--- src/rtl/wf_setpoint_sequencer.sv ---
// Waveform setpoint sequencer: walks a BRAM sample table once per DSP frame flag and loops it a programmed number of times.
// Build option: define WF_UNDERRUN_DET_EN to build the sticky underrun detector; otherwise o_wf_underrun is tied low.
module wf_setpoint_sequencer #(
  parameter int ADDR_W = 10
) (
  input  logic              i_clk,
  input  logic              i_rst,
  input  logic [1:0]        i_wf_en,
  input  logic              i_start,
  input  logic              i_stop,
  input  logic [ADDR_W:0]   i_wf_len,
  input  logic [15:0]       i_wf_loop,
  input  logic              i_wf_set_flag,
  output logic              o_wf_bram_en,
  output logic [ADDR_W-1:0] o_wf_bram_addr,
  input  logic [31:0]       i_wf_bram_dout,
  output logic [31:0]       o_wf_sp,
  output logic              o_wf_busy,
  output logic              o_wf_done,
  output logic [ADDR_W-1:0] o_wf_idx,
  output logic [15:0]       o_wf_pass,
  output logic              o_wf_underrun
);

  localparam logic [2:0] ST_IDLE  = 3'd0;
  localparam logic [2:0] ST_FETCH = 3'd1;
  localparam logic [2:0] ST_LOAD  = 3'd2;
  localparam logic [2:0] ST_WAIT  = 3'd3;
  localparam logic [2:0] ST_DONE  = 3'd4;

  logic [2:0]        state_r;
  logic [2:0]        state_nxt_s;
  logic [ADDR_W-1:0] rd_addr_r;
  logic [ADDR_W-1:0] rd_addr_nxt_s;
  logic [ADDR_W:0]   len_r;
  logic [ADDR_W:0]   len_m1_s;
  logic [15:0]       loop_r;
  logic [15:0]       pass_r;
  logic [15:0]       pass_inc_s;
  logic [1:0]        en_r;
  logic [31:0]       next_r;
  logic [31:0]       sp_r;
  logic [ADDR_W-1:0] idx_r;
  logic [ADDR_W-1:0] bram_addr_r;
  logic              bram_en_r;
  logic              busy_r;
  logic              done_r;
  logic              en_ok_s;
  logic              start_ok_s;
  logic              busy_state_s;
  logic              abort_s;
  logic              last_s;
  logic              finish_s;
  logic              flag_take_s;

  // Control decode: start qualification, abort, end-of-table and end-of-run detection
  always_comb begin
    en_ok_s      = (i_wf_en == 2'd1) || (i_wf_en == 2'd3);
    start_ok_s   = (state_r == ST_IDLE) && i_start && !i_stop && en_ok_s &&
                   (i_wf_len != {(ADDR_W+1){1'b0}});
    busy_state_s = (state_r == ST_FETCH) || (state_r == ST_LOAD) || (state_r == ST_WAIT);
    // en_r is non-zero for the whole run, so a target change to off/reserved aborts it
    abort_s      = busy_state_s && (i_stop || (!en_ok_s && (en_r != 2'd0)));
    len_m1_s     = len_r - {{ADDR_W{1'b0}}, 1'b1};
    last_s       = ({1'b0, rd_addr_r} == len_m1_s);
    pass_inc_s   = (pass_r == 16'hFFFF) ? pass_r : (pass_r + 16'd1);
    flag_take_s  = (state_r == ST_WAIT) && i_wf_set_flag && !abort_s;
    finish_s     = last_s && (loop_r != 16'd0) && (pass_inc_s == loop_r);
  end

  // Next-state logic
  always_comb begin
    state_nxt_s = state_r;
    case (state_r)
      ST_IDLE: begin
        if (start_ok_s) begin
          state_nxt_s = ST_FETCH;
        end else begin
          state_nxt_s = ST_IDLE;
        end
      end
      ST_FETCH: begin
        if (abort_s) begin
          state_nxt_s = ST_IDLE;
        end else begin
          state_nxt_s = ST_LOAD;
        end
      end
      ST_LOAD: begin
        if (abort_s) begin
          state_nxt_s = ST_IDLE;
        end else begin
          state_nxt_s = ST_WAIT;
        end
      end
      ST_WAIT: begin
        if (abort_s) begin
          state_nxt_s = ST_IDLE;
        end else if (flag_take_s) begin
          state_nxt_s = finish_s ? ST_DONE : ST_FETCH;
        end else begin
          state_nxt_s = ST_WAIT;
        end
      end
      ST_DONE: state_nxt_s = ST_IDLE;
      default: state_nxt_s = ST_IDLE;
    endcase
  end

  // Next table address: restarts on start, advances modulo len on each presented sample
  always_comb begin
    rd_addr_nxt_s = rd_addr_r;
    if (start_ok_s) begin
      rd_addr_nxt_s = {ADDR_W{1'b0}};
    end else if (flag_take_s) begin
      rd_addr_nxt_s = last_s ? {ADDR_W{1'b0}} : (rd_addr_r + {{(ADDR_W-1){1'b0}}, 1'b1});
    end else begin
      rd_addr_nxt_s = rd_addr_r;
    end
  end

  // State, address and registered status strobes (aligned with the state they describe)
  always_ff @(posedge i_clk) begin
    if (i_rst) begin
      state_r     <= ST_IDLE;
      rd_addr_r   <= {ADDR_W{1'b0}};
      bram_en_r   <= 1'b0;
      bram_addr_r <= {ADDR_W{1'b0}};
      busy_r      <= 1'b0;
      done_r      <= 1'b0;
    end else begin
      state_r   <= state_nxt_s;
      rd_addr_r <= rd_addr_nxt_s;
      bram_en_r <= (state_nxt_s == ST_FETCH);
      busy_r    <= (state_nxt_s == ST_FETCH) || (state_nxt_s == ST_LOAD) ||
                   (state_nxt_s == ST_WAIT);
      done_r    <= (state_nxt_s == ST_DONE);
      if (state_nxt_s == ST_FETCH) begin
        bram_addr_r <= rd_addr_nxt_s;
      end
    end
  end

  // Run configuration latched on an accepted start
  always_ff @(posedge i_clk) begin
    if (i_rst) begin
      len_r  <= {(ADDR_W+1){1'b0}};
      loop_r <= 16'd0;
      en_r   <= 2'd0;
    end else if (start_ok_s) begin
      len_r  <= i_wf_len;
      loop_r <= i_wf_loop;
      en_r   <= i_wf_en;
    end
  end

  // Sample datapath: prefetch register, presented setpoint, index and pass count
  always_ff @(posedge i_clk) begin
    if (i_rst) begin
      next_r <= 32'd0;
      sp_r   <= 32'd0;
      idx_r  <= {ADDR_W{1'b0}};
      pass_r <= 16'd0;
    end else begin
      if ((state_r == ST_LOAD) && !abort_s) begin
        next_r <= i_wf_bram_dout;
      end
      if (start_ok_s) begin
        pass_r <= 16'd0;
      end else if (flag_take_s) begin
        sp_r  <= next_r;
        idx_r <= rd_addr_r;
        if (last_s) begin
          pass_r <= pass_inc_s;
        end
      end
    end
  end

`ifdef WF_UNDERRUN_DET_EN
  logic underrun_r;
  logic underrun_evt_s;

  // A frame flag arriving before the prefetch has landed
  always_comb begin
    underrun_evt_s = i_wf_set_flag && !abort_s &&
                     ((state_r == ST_FETCH) || (state_r == ST_LOAD));
  end

  // Sticky underrun flag, cleared only by an accepted start
  always_ff @(posedge i_clk) begin
    if (i_rst) begin
      underrun_r <= 1'b0;
    end else if (start_ok_s) begin
      underrun_r <= 1'b0;
    end else if (underrun_evt_s) begin
      underrun_r <= 1'b1;
    end
  end

  assign o_wf_underrun = underrun_r;
`else
  assign o_wf_underrun = 1'b0;
`endif

  assign o_wf_bram_en   = bram_en_r;
  assign o_wf_bram_addr = bram_addr_r;
  assign o_wf_sp        = sp_r;
  assign o_wf_busy      = busy_r;
  assign o_wf_done      = done_r;
  assign o_wf_idx       = idx_r;
  assign o_wf_pass      = pass_r;

endmodule
--- config.mk ---
export PLATFORM = sky130hd
export DESIGN_NAME = wf_setpoint_sequencer
export DESIGN_NICKNAME = d
export VERILOG_FILES = /design/src/rtl/wf_setpoint_sequencer.sv
export SDC_FILE = /design/constraint.sdc
export NUM_CORES = 1
export LEC_CHECK = 0
export CORE_MARGIN = 2
export CORE_UTILIZATION = 52
export DETAILED_ROUTE_END_ITERATION = 6
export PLACE_DENSITY = 0.9
export SYNTH_ARGS = -nofsm -noshare
export SYNTH_HDL_FRONTEND = slang
export SYNTH_SLANG_ARGS = --single-unit
--- constraint.sdc ---
create_clock -name i_clk -period 3.73 [get_ports i_clk]
set_input_delay 0.746 -clock i_clk [delete_from_list [all_inputs] [get_ports i_clk]]
set_output_delay 0.746 -clock i_clk [all_outputs]
set_load 0.01 [all_outputs]
# Yosys cells after proc, flatten, opt, wreduce, memory -nomap -nowiden
# Cells that the tools add are included.
[op_classes] n_addsub=3 eq_ne=12 n_mux=11 n_bitwise=1 reduce_logical=27
[op_table] operator="$mux W10" count=3
[op_table] operator="$add A16 B1 Y16 const B" count=1
[op_table] operator="$eq A16 B16 Y1" count=1
[op_table] operator="$eq A16 B16 Y1 const B" count=1
[op_table] operator="$mux W16" count=1
[op_table] operator="$reduce_bool A16 Y1" count=1
[op_table] operator="$eq A3 B2 Y1 const B" count=4
[op_table] operator="$pmux W3 S4" count=1
[op_table] operator="$eq A10 B11 Y1" count=1
[op_table] operator="$logic_and A1 B1 Y1" count=11
[op_table] operator="$reduce_bool A11 Y1" count=1
[op_table] operator="$sub A11 B1 Y11 const B" count=1
[op_table] operator="$add A10 B1 Y10 const B" count=1
[op_table] operator="$mux W3" count=3
[op_table] operator="$eq A3 B1 Y1 const B" count=2
[op_table] operator="$logic_or A1 B1 Y1" count=6
[op_table] operator="$mux W2" count=2
[op_table] operator="$reduce_and A2 Y1" count=2
[op_table] operator="$eq A3 B3 Y1 const B" count=1
[op_table] operator="$logic_not A1 Y1" count=3
[op_table] operator="$logic_not A3 Y1" count=1
[op_table] operator="$eq A2 B1 Y1 const B" count=1
[op_table] operator="$eq A2 B2 Y1 const B" count=1
[op_table] operator="$reduce_bool A2 Y1" count=1
[op_table] operator="3 further kinds" count=3
[totals] regBits=145 input_bits=66

# Longest topological paths before layout
# Gate-level depths: netlist of run 1.
[depth] ltp_word=14 ltp_mapped=12 depth_no_buf=10

# Least setup slack after synthesis of run 1
# Ideal clock, no wire load.
[synth_timing] path_type="register -> register" startpoint="register pass_r[1], in the netlist o_wf_pass[1]" endpoint="register busy_r, in the netlist o_wf_busy" arrival_time_ps=2663 t_required_ps=3593 setup_slack_ps=930 path_stages_with_launch=10 n_path_buf=0 synth_period_minus_slack_ps=2800 path_cell_list="dfxtp_1 ha_1 nand4_4 or4_4 nor3_2 nor3_1 a2111o_1 or4_4 nor2_2 a211oi_1"
[synth_via] elab_chain_cells=11
[synth_rtl] element="from (decl)" line_no="38" text="logic [15:0] pass_r;"
[synth_rtl] element="from (signal assigned)" line_no="174" text="pass_r <= pass_inc_s;"
[synth_rtl] element="$add A16 B1 Y16 or $eq A16 B16 Y1 (tied branches)" line_no="66" text="pass_inc_s = (pass_r == 16'hFFFF) ? pass_r : (pass_r + 16'd1);"
[synth_rtl] element="$mux W16 *" line_no="66"
[synth_rtl] element="$eq A16 B16 Y1 *" line_no="68" text="finish_s = last_s && (loop_r != 16'd0) && (pass_inc_s == loop_r);"
[synth_rtl] element="$logic_and A1 B1 Y1 *" line_no="68"
[synth_rtl] element="$mux W3 *" line_no="100" text="state_nxt_s = finish_s ? ST_DONE : ST_FETCH;"
[synth_rtl] element="$mux W3 *" line_no="99" text="end else if (flag_take_s) begin"
[synth_rtl] element="$mux W3 *" line_no="97" text="if (abort_s) begin"
[synth_rtl] element="$pmux W3 S4 *" line_no="74" text="case (state_r)"
[synth_rtl] element="$eq A3 B1 Y1 or $eq A3 B2 Y1 (tied branches)" line_no="135" text="busy_r <= (state_nxt_s == ST_FETCH) || (state_nxt_s == ST_LOAD) ||"
[synth_rtl] element="$logic_or A1 B1 Y1" line_no="135"
[synth_rtl] element="$logic_or A1 B1 Y1 *" line_no="135"
[synth_rtl] element="to (signal assigned)" line_no="135"
[synth_rtl] element="to (decl)" line_no="46" text="logic busy_r;"
# Mark *: on every way between the ends. The rest lies on a longest branch, timed or not.
# A chain may end at the register's enable or synchronous reset.

# Final worst setup path of run 1
# Ends and elaborated chain as after synthesis.

==> flow_metrics.py, run 1 <==
metrics = {
    "run_status": {
        "status": "finished, final reports clean",
    },
    "logic_synthesis": {
        "synth-edff-count": 0,
        "ys_types": 69,
        "synth_top_family_by_area": "simple AND/OR/NAND/NOR gates",
        "syn_nets": 866,
        "synth_ff_type": "dfxtp_1",
        "synthesis.area_mm2": 0.00671,
        "synth_mux_area_share_pct": 4.33,
        "avgSynthCellArea_um2": 8.42,
        "ys_async_sr_fraction_pct": 0,
        "synth_compound_area_share_pct": 14.9,
        "synth_cells": 797,
        "synth_xor_xnor_area_share_pct": 6.13,
        "synth_simple_gate_area_share_pct": 25.8,
        "synth_seq_cells": 145,
        "ys_warn_count": 0,
        "synthAdderAreaFrac_pct": 0.559,
        "ys_seq_area_share_pct": 43.3,
    },
    "grt": {
        "use_met2_pct": 41.4,
        "use_met1_pct": 32.7,
        "grt_pass1_vias": 5657,
        "grt_pass1_wl_um": 28500,
        "grt_max_degree": 66,
        "top_usage_layer": "met2",
        "track_usage_pct": 25.4,
        "grt_overflow": 0,
        "gr-usage-met3_pct": 5.72,
        "antenna_found_initial": 0,
    },
    "setup_path": {
        "regToRegEndpoint": "o_wf_busy$_SDFF_PP0_",
        "r2r_slack_ns": 0.43,
        "critPathMaxFanout": 11,
        "crit_path_start_kind": "register",
        "cp.required_ns": 4.00,
        "rr_worst_depth": 9,
        "cp_data_arrival_time_ns": 3.57,
        "timing.rr.start": "o_wf_pass[1]$_SDFFE_PP0P_",
        "endpoint_kind": "register",
        "path_class": "register to register",
    },
    "clocking": {
        "clk_latency_ns": 0.42,
        "clk_pin_slew_ns": 0.06,
        "cts_buffers": 17,
        "cts_max_level": 4,
        "cts_tree": "yes",
        "cts_setup_buffers": 0,
        "cts_root_buffer": "clkbuf_16",
        "cts_resized": 0,
        "cts_buffer_depth": 2,
        "cts_hold_buffers": 0,
        "cts_num_sinks": 145,
    },
    "placed_design": {
        "gp_congestion": 1.00,
        "io_buffers": 136,
        "dp_slack_ns": 0.460,
        "placed_cell_area_mm2": 0.00817,
        "dp.cells": 1065,
        "dpl.hpwl_um": 12200,
    },
    "floorplan": {
        "rows": 41,
        "core_area_mm2": 0.0126,
        "fp.dieArea_mm2": 0.0138,
        "ios": 138,
        "die_w_um": 118,
        "die_y_um": 118,
        "start_util_pct": 53.2,
    },
    "sta": {
        "layout_setup_ws_ns": 0.426,
        "timing.hold.ws_ns": 0.452,
        "slew_headroom_pct": 50.6,
        "rsz0062_at_grt": "no",
        "fin_crit_sh_pct": 88.6,
        "hold_viol": 0,
        "finalSetupTns_ns": 0,
        "finalClockSkew_ns": 0.00906,
        "worst-slew-pin-transition_ns": 0.735,
        "period_needed_ns": 3.30,
        "finalSetupViolations": 0,
        "max_freq_ghz": 0.303,
        "final_max_slew_viol_count": 0,
    },
    "worst_hold_path": {
        "min_to": "o_wf_sp[4]$_SDFFE_PP0P_",
        "hold_class": "register to register",
        "min_path_cells": 2,
        "hp-start": "o_wf_sp[4]$_SDFFE_PP0P_",
    },
    "routing": {
        "firstDrtPassIters": 5,
        "vias": 6106,
        "viasPerCell": 5.57,
        "wirelength_um": 17500,
        "drtIter0Drc": 668,
        "drc_errors": 0,
        "wire_per_inst_um": 16.0,
        "final_antenna_net_count": 0,
    },
    "cells_and_area": {
        "seqCellArea_mm2": 0.00290,
        "nets": 981,
        "multiInputGateArea_mm2": 0.00351,
        "syn2layout_area_growth_pct": 31.2,
        "design_area_mm2": 0.00880,
        "diodes": 0,
        "layout-drive-gt1-share_pct": 9.09,
        "instances_no_fill": 1096,
        "num-fill-cells": 1000,
    },
    "power_and_ir_drop": {
        "p_leak_uw": 0.00318,
        "ir_drop_mv": 0.278,
        "powerDensity_mw_per_mm2": 413,
    },
    "job": {
        "maxCapViolCount": 0,
    },
}
-- where the power goes --
part / switching, uW / total, uW / internal [uW]
Combinational: 118 / 241 / 123
Sequential: 16.4 / 1580 / 1560
Clock: 661 / 1820 / 1160
-- state kept, by name (all words and copies together) (netlist names) --
signal and cells:
en_r 2, len_r 11, loop_r 16, next_r 32, o_wf_bram_addr 10, o_wf_bram_en 1, o_wf_busy 1, o_wf_done 1
o_wf_idx 10, o_wf_pass 16, o_wf_sp 32, rd_addr_r 10, state_r 3
-- Yosys cell counts, drive strengths merged, types with 2 or more instances --
library cell    n  area [um^2]
a2111oi         2         23.8
a211oi          7         52.6
a21boi          2         15.0
a21oi          85          437
a22oi           2         15.0
a311oi          4         35.0
a31oi           5         31.3
a41oi           2         17.5
and2            2         13.8
and3            9         58.8
and4            5         46.3
buf            18          120
clkbuf         38          155
dfxtp         145         2900
ha              3         37.5
inv            15         56.3
mux2i          29          290
nand2         170          638
nand2b         10         62.6
nand3          18         90.1
nand4          14          124
nand4b          3         26.3
nor2           70          265
nor2b           3         18.8
nor3           20          105
nor3b           2         15.0
nor4           16          160
o2111ai         2         17.5
o211ai          3         22.5
o21ai           6         30.0
o32ai          10          163
o41ai           3         33.8
or2             3         18.8
or3             6         37.5
or4             3         30.0
xnor2          24          210
xor2           23          201
-- stage by stage --
| stage | util, % | power, uW |
|---|---|---|
| global placement | 64.7 | 1850 |
| finish | 69.7 | 3640 |
| CTS | 69.7 | 3650 |
| global route | 69.7 | 3750 |
| detailed placement | 64.7 | 1850 |
| floorplan | - | 1740 |
-- routing by layer --
layer | up-vias | routed length (um) | share of wire [%]
met5 | - | 0 | 0
met4 | 0 | 459 | 2.6
met3 | 36 | 987 | 5.6
met2 | 202 | 8460 | 48
met1 | 2881 | 7620 | 43
li1 | 2987 | - | -
-- worst max-delay path by stage --
stage                               from                   endpoint
2_1_floorplan  o_wf_pass[1]$_SDFFE_PP0P_       o_wf_busy$_SDFF_PP0_
3_3_place_gp                      i_stop  o_wf_pass[4]$_SDFFE_PP0P_
3_5_place_dp                      i_stop  o_wf_pass[4]$_SDFFE_PP0P_
4_1_cts        o_wf_pass[1]$_SDFFE_PP0P_       o_wf_busy$_SDFF_PP0_
5_1_grt        o_wf_pass[1]$_SDFFE_PP0P_    o_wf_bram_en$_SDFF_PP0_
6_report       o_wf_pass[1]$_SDFFE_PP0P_       o_wf_busy$_SDFF_PP0_
-- cell families after synthesis --
logic type / count (synthesis)
AO/OA/AOI/OAI: 145
XOR/XNOR: 47
adder cells (fa/ha/maj): 3
buffers and inverters: 71
flip-flops: 145
multiplexers: 29
other: 1
AND/OR/NAND/NOR: 356
-- area by class of cell --
| type | count | share of cell area [%] |
|---|---|---|
| Clock inverter | 11 | 2.00 |
| Tap cell | 172 | 2.45 |
| Clock buffer | 20 | 5.19 |
| Timing Repair Buffer | 152 | 16.8 |
| Sequential cell | 145 | 33.0 |
| Multi-Input combinational cell | 581 | 39.9 |
| Inverter | 15 | 0.640 |
-- worst max-delay path, stage by stage, from the launching register on --
cell and delay [ns]:
dfxtp_1 0.54, ha_1 0.39, nand4_4 0.24, or4_4 0.59, nor3_2 0.18, nor3_1 0.10, a2111o_1 0.31, or4_4 0.56
nor2_2 0.16, a211oi_1 0.07
-- placed cells by master (no fill, tap or decap), types with 12 or more instances in the layout --
| master | count |
|---|---|
| clkbuf_16 | 17 |
| dfxtp_1 | 145 |
| clkdlybuf4s50_1 | 135 |
| buf_4 | 17 |
| xor2_1 | 23 |
| a21oi_1 | 84 |
| mux2i_1 | 29 |
| nor4_1 | 12 |
| nor2_1 | 68 |
| nand3_1 | 18 |
| inv_1 | 15 |
| xnor2_1 | 24 |
| nand2_1 | 170 |
| nor3_1 | 19 |
(Power assumes the default switching activity.)
==> run 2, diff against run 1 <==
Settings changed: CORE_UTILIZATION 52 to 62, DONT_BUFFER_PORTS set to 1, PLACE_DENSITY 0.9 to 0.87.
==> flow_metrics.py, run 2 (synthesized netlist as in run 1, its figures left out) <==
metrics = {
    "cells_and_area": {
        "design_area_mm2": 0.00734,
        "nets": 844,
        "layout_commonest_cell": "nand2_1",
        "syn2layout_area_growth_pct": 9.45,
        "instances_no_fill": 922,
        "diodes": 0,
        "final_util_pct": 70.5,
        "layout_common_cells": "170 x nand2_1, 145 x dfxtp_1, 84 x a21oi_1",
        "layout-drive-gt1-share_pct": 10.3,
    },
    "clocking": {
        "cts_setup_buffers": 0,
        "clk_latency_ns": 0.54,
        "cts_resized": 0,
        "cts_root_buffer": "clkbuf_8",
        "cts_num_sinks": 145,
        "cts_max_level": 4,
        "cts_tree": "yes",
        "cts_buffer_depth": 2,
        "clk_pin_slew_ns": 0.07,
        "cts_buffers": 17,
        "cts_hold_buffers": 0,
    },
    "sta": {
        "max_freq_ghz": 0.312,
        "finalClockSkew_ns": 0.0109,
        "period_needed_ns": 3.20,
        "rsz0062_at_grt": "no",
        "final_max_slew_viol_count": 0,
        "finalSetupTns_ns": 0,
        "worst-slew-pin-transition_ns": 0.720,
        "finalSetupViolations": 0,
        "fin_crit_sh_pct": 85.9,
        "slew_headroom_pct": 51.6,
        "hold_viol": 0,
    },
    "setup_path": {
        "path_cells": "nand3_1, or4_4, and4_2, or3_1, and4_1, a21oi_4, o32ai_2",
        "crit_start": "o_wf_pass[6]$_SDFFE_PP0P_",
        "critPathMaxFanout": 11,
        "crit_slowest_cell": "or4_4",
        "path_class": "register to register",
        "critPathCapture": "o_wf_bram_addr[7]$_SDFFE_PP0P_",
        "endpoint_kind": "register",
        "cp_top_family": "simple AND/OR/NAND/NOR gates",
        "rr_worst_depth": 7,
        "r2r_slack_ns": 0.53,
        "cp_data_arrival_time_ns": 3.61,
        "crit_buf_inv": 0,
        "timing.rr.start": "o_wf_pass[6]$_SDFFE_PP0P_",
        "worstSetupPathDepth": 7,
        "critPathMaxStageDelay_ns": 0.71,
        "regToRegEndpoint": "o_wf_bram_addr[7]$_SDFFE_PP0P_",
        "crit_path_start_kind": "register",
        "cp.required_ns": 4.14,
    },
    "power_and_ir_drop": {
        "p_leak_uw": 0.00265,
        "ir_drop_mv": 0.355,
        "powerDensity_mw_per_mm2": 466,
    },
    "placed_design": {
        "dpl.hpwl_um": 11700,
        "placed_cell_area_mm2": 0.00676,
        "io_buffers": 0,
        "dp.cells": 892,
        "gp_congestion": 0.928,
    },
    "routing": {
        "viasPerCell": 6.21,
        "drtIter0Drc": 552,
        "drt-met1-wl_um": 6920,
        "top_layer_used": "met4",
        "wl_met2_um": 8060,
        "met3_length_um": 1400,
        "drc_errors": 0,
        "firstDrtPassIters": 6,
        "final_antenna_net_count": 0,
        "vias": 5725,
        "wire_per_inst_um": 18.2,
        "wirelength_um": 16800,
    },
    "grt": {
        "grt_overflow": 0,
        "track_usage_pct": 29.4,
        "antenna_found_initial": 0,
        "grt_pass1_wl_um": 26800,
        "grt_max_degree": 122,
        "grt_pass1_vias": 5389,
    },
    "floorplan": {
        "rows": 37,
        "fp.dieArea_mm2": 0.0117,
        "start_util_pct": 64.4,
        "die_y_um": 108,
        "ios": 138,
        "core_area_mm2": 0.0104,
        "die_w_um": 108,
    },
    "worst_hold_path": {
        "hold_class": "input pin to register",
    },
    "run_status": {
        "status": "finished, final reports clean",
    },
    "job": {
        "maxCapViolCount": 0,
    },
}
[run 2: through the flow]
step	worst slack, ns	power (uW)	hold slack (ns)
after floorplan	0.930	1740	0.425
after global placement	0.677	1750	0.429
after detailed placement	0.589	1750	0.435
after CTS	0.564	3440	0.257
after global routing	0.331	3530	0.252
final	0.526	3430	0.269
[run 2: metal layers]
| metal | vias up | GRT usage, % |
|---|---|---|
| li1 | 2715 | - |
| met1 | 2737 | 36.2 |
| met2 | 241 | 48.1 |
| met3 | 32 | 8.86 |
| met4 | 0 | 11.8 |
| met5 | - | 0 |
[run 2: final cells by class]
type                       instances  area, um^2
clock inverter                    11         156
sequential                       145        2900
timing repair buffer              15         113
tap                              136         170
clock buffer                      19         432
multi-input combinational        581        3510
fill                             798        3070
inverter                          15        56.3
[run 2: how the worst min path moves through the flow]
stage                                         to                  from  cells after the start
after CTS                 loop_r[0]$_SDFFE_PP0P_                 i_rst                      1
after global routing       len_r[9]$_SDFFE_PP0P_                 i_rst                      1
after global placement      en_r[0]$_SDFFE_PP0P_  en_r[0]$_SDFFE_PP0P_                      2
final                     loop_r[0]$_SDFFE_PP0P_                 i_rst                      1
after detailed placement    en_r[0]$_SDFFE_PP0P_  en_r[0]$_SDFFE_PP0P_                      2
after floorplan             en_r[0]$_SDFFE_PP0P_  en_r[0]$_SDFFE_PP0P_                      2
[run 2: power breakdown]
group          internal [uW]  switching [uW]
Combinational           62.2            81.4
Clock                   1040             666
Sequential              1560            17.4
==> run 3, diff against run 2 <==
Settings changed: CORE_ASPECT_RATIO set to 1.2, GPL_TIMING_DRIVEN set to 0.
==> flow_metrics.py, run 3 (synthesized netlist as in run 1, its figures left out) <==
metrics = {
    "run_status": {
        "status": "finished, final reports clean",
    },
    "power_and_ir_drop": {
        "ir_drop_mv": 0.313,
        "p_leak_uw": 0.00274,
        "powerDensity_mw_per_mm2": 471,
    },
    "sta": {
        "finalSetupTns_ns": 0,
        "worst-slew-pin-transition_ns": 0.830,
        "slew_headroom_pct": 44.3,
        "finalSetupViolations": 0,
        "hold_viol": 0,
        "fin_crit_sh_pct": 85.5,
        "rsz0062_at_grt": "no",
        "final_max_slew_viol_count": 0,
        "timing.hold.ws_ns": 0.451,
        "period_needed_ns": 3.19,
        "max_freq_ghz": 0.313,
        "finalClockSkew_ns": 0.0103,
    },
    "grt": {
        "track_usage_pct": 30.2,
        "grt_overflow": 0,
        "grt_max_degree": 17,
        "grt_pass1_vias": 5862,
        "antenna_found_initial": 0,
        "grt_pass1_wl_um": 28400,
    },
    "clocking": {
        "cts_tree": "yes",
        "cts_num_sinks": 145,
        "cts_setup_buffers": 0,
        "cts_max_level": 4,
        "clk_latency_ns": 0.43,
        "clk_pin_slew_ns": 0.06,
        "cts_resized": 0,
        "cts_buffers": 17,
        "cts_buffer_depth": 2,
        "cts_hold_buffers": 0,
        "cts_root_buffer": "clkbuf_16",
    },
    "cells_and_area": {
        "nets": 885,
        "layout-drive-gt1-share_pct": 10.1,
        "layout_commonest_cell": "nand2_1",
        "final_util_pct": 71.3,
        "instances_no_fill": 958,
        "layout_common_cells": "170 x nand2_1, 145 x dfxtp_1, 84 x a21oi_1",
        "diodes": 0,
        "syn2layout_area_growth_pct": 11.7,
    },
    "job": {
        "maxCapViolCount": 0,
    },
    "floorplan": {
        "start_util_pct": 63.8,
        "rows": 41,
        "die_w_um": 99.0,
        "fp.dieArea_mm2": 0.0117,
        "die_y_um": 118,
        "core_area_mm2": 0.0105,
        "ios": 138,
    },
    "setup_path": {
        "timing.rr.start": "o_wf_pass[0]$_SDFFE_PP0P_",
        "path_class": "register to register",
        "crit_path_start_kind": "register",
        "cp_data_arrival_time_ns": 3.50,
        "rr_worst_depth": 9,
        "critPathMaxFanout": 9,
        "cp.required_ns": 4.04,
        "r2r_slack_ns": 0.54,
        "endpoint_kind": "register",
        "regToRegEndpoint": "o_wf_bram_en$_SDFF_PP0_",
    },
    "placed_design": {
        "gp_congestion": 0.952,
        "dpl.hpwl_um": 13200,
        "io_buffers": 0,
        "dp.cells": 926,
    },
    "routing": {
        "vias": 5915,
        "viasPerCell": 6.17,
        "drc_errors": 0,
        "drtIter0Drc": 287,
        "wirelength_um": 17700,
        "firstDrtPassIters": 5,
        "wire_per_inst_um": 18.4,
        "final_antenna_net_count": 0,
    },
    "worst_hold_path": {
        "hp-start": "en_r[0]$_SDFFE_PP0P_",
        "min_path_cells": 2,
        "min_to": "en_r[0]$_SDFFE_PP0P_",
        "hold_class": "register to register",
    },
}
[run 3: changes by cell type in the layout (fill, tap and decap cells not counted), moves of 2 or more]
cell	change
clkbuf_1	+34
buf_4	-9
buf_6	+3
inv_6	+2
clkinv_4	+2
buf_1	+3
clkinvlp_4	-3
buf_2	+6
clkbuf_2	+2
[run 3: worst max-delay path by stage]
stage                               start                              to  slack (ns)  cells after the start
6_report        o_wf_pass[0]$_SDFFE_PP0P_         o_wf_bram_en$_SDFF_PP0_        0.54                      9
3_5_place_dp                       i_stop  o_wf_bram_addr[4]$_SDFFE_PP0P_        0.58                      8
5_1_grt             len_r[0]$_SDFFE_PP0P_      o_wf_pass[12]$_SDFFE_PP0P_        0.37                     11
3_3_place_gp   o_wf_pass[14]$_SDFFE_PP0P_            o_wf_busy$_SDFF_PP0_        0.60                      8
2_1_floorplan   o_wf_pass[1]$_SDFFE_PP0P_            o_wf_busy$_SDFF_PP0_        0.93                      9
4_1_cts         o_wf_pass[0]$_SDFFE_PP0P_            o_wf_busy$_SDFF_PP0_        0.57                      9
[run 3: power by group]
group	leakage (uW)	internal [uW]	switching [uW]	total (uW)
Sequential	0.00117	1560	14.9	1580
Clock	0.000309	1100	683	1780
Combinational	0.00126	66.3	105	172
Total	0.00274	2730	803	3530
[run 3: worst max-delay path, cell delays in order, from the launching register on]
cell and delay [ns]:
dfxtp_1 0.42, ha_1 0.36, nand4_4 0.23, or4_4 0.59, nor3_2 0.21, nor3_1 0.13, a2111o_1 0.30, or4_4 0.55
nor2_2 0.16, nor3_1 0.10
[run 3: stage by stage]
step                      instance area, um^2  total power, uW  setup WS [ns]
after detailed placement                 6870             1780          0.578
after floorplan                          6710             1740          0.930
after CTS                                7500             3530          0.570
final                                    7500             3530          0.540
after global placement                   6870             1770          0.596
after global routing                     7500             3630          0.369
[run 3: area by class of cell]
class	instances	area (um^2)
Tap cell	129	161
Clock inverter	13	174
Clock buffer	19	453
Buffer	56	275
Fill cell	824	3020
Multi-Input combinational cell	581	3480
Inverter	15	56.3
Sequential cell	145	2900
[run 3: metal layers]
metal | part of all wire [%] | GRT usage (%) | vias to the layer above
met4 | 2.5 | 11.1 | 0
met3 | 9.2 | 9.56 | 40
met1 | 38 | 34.7 | 2806
met5 | 0 | 0 | -
li1 | - | - | 2797
met2 | 51 | 52.2 | 272
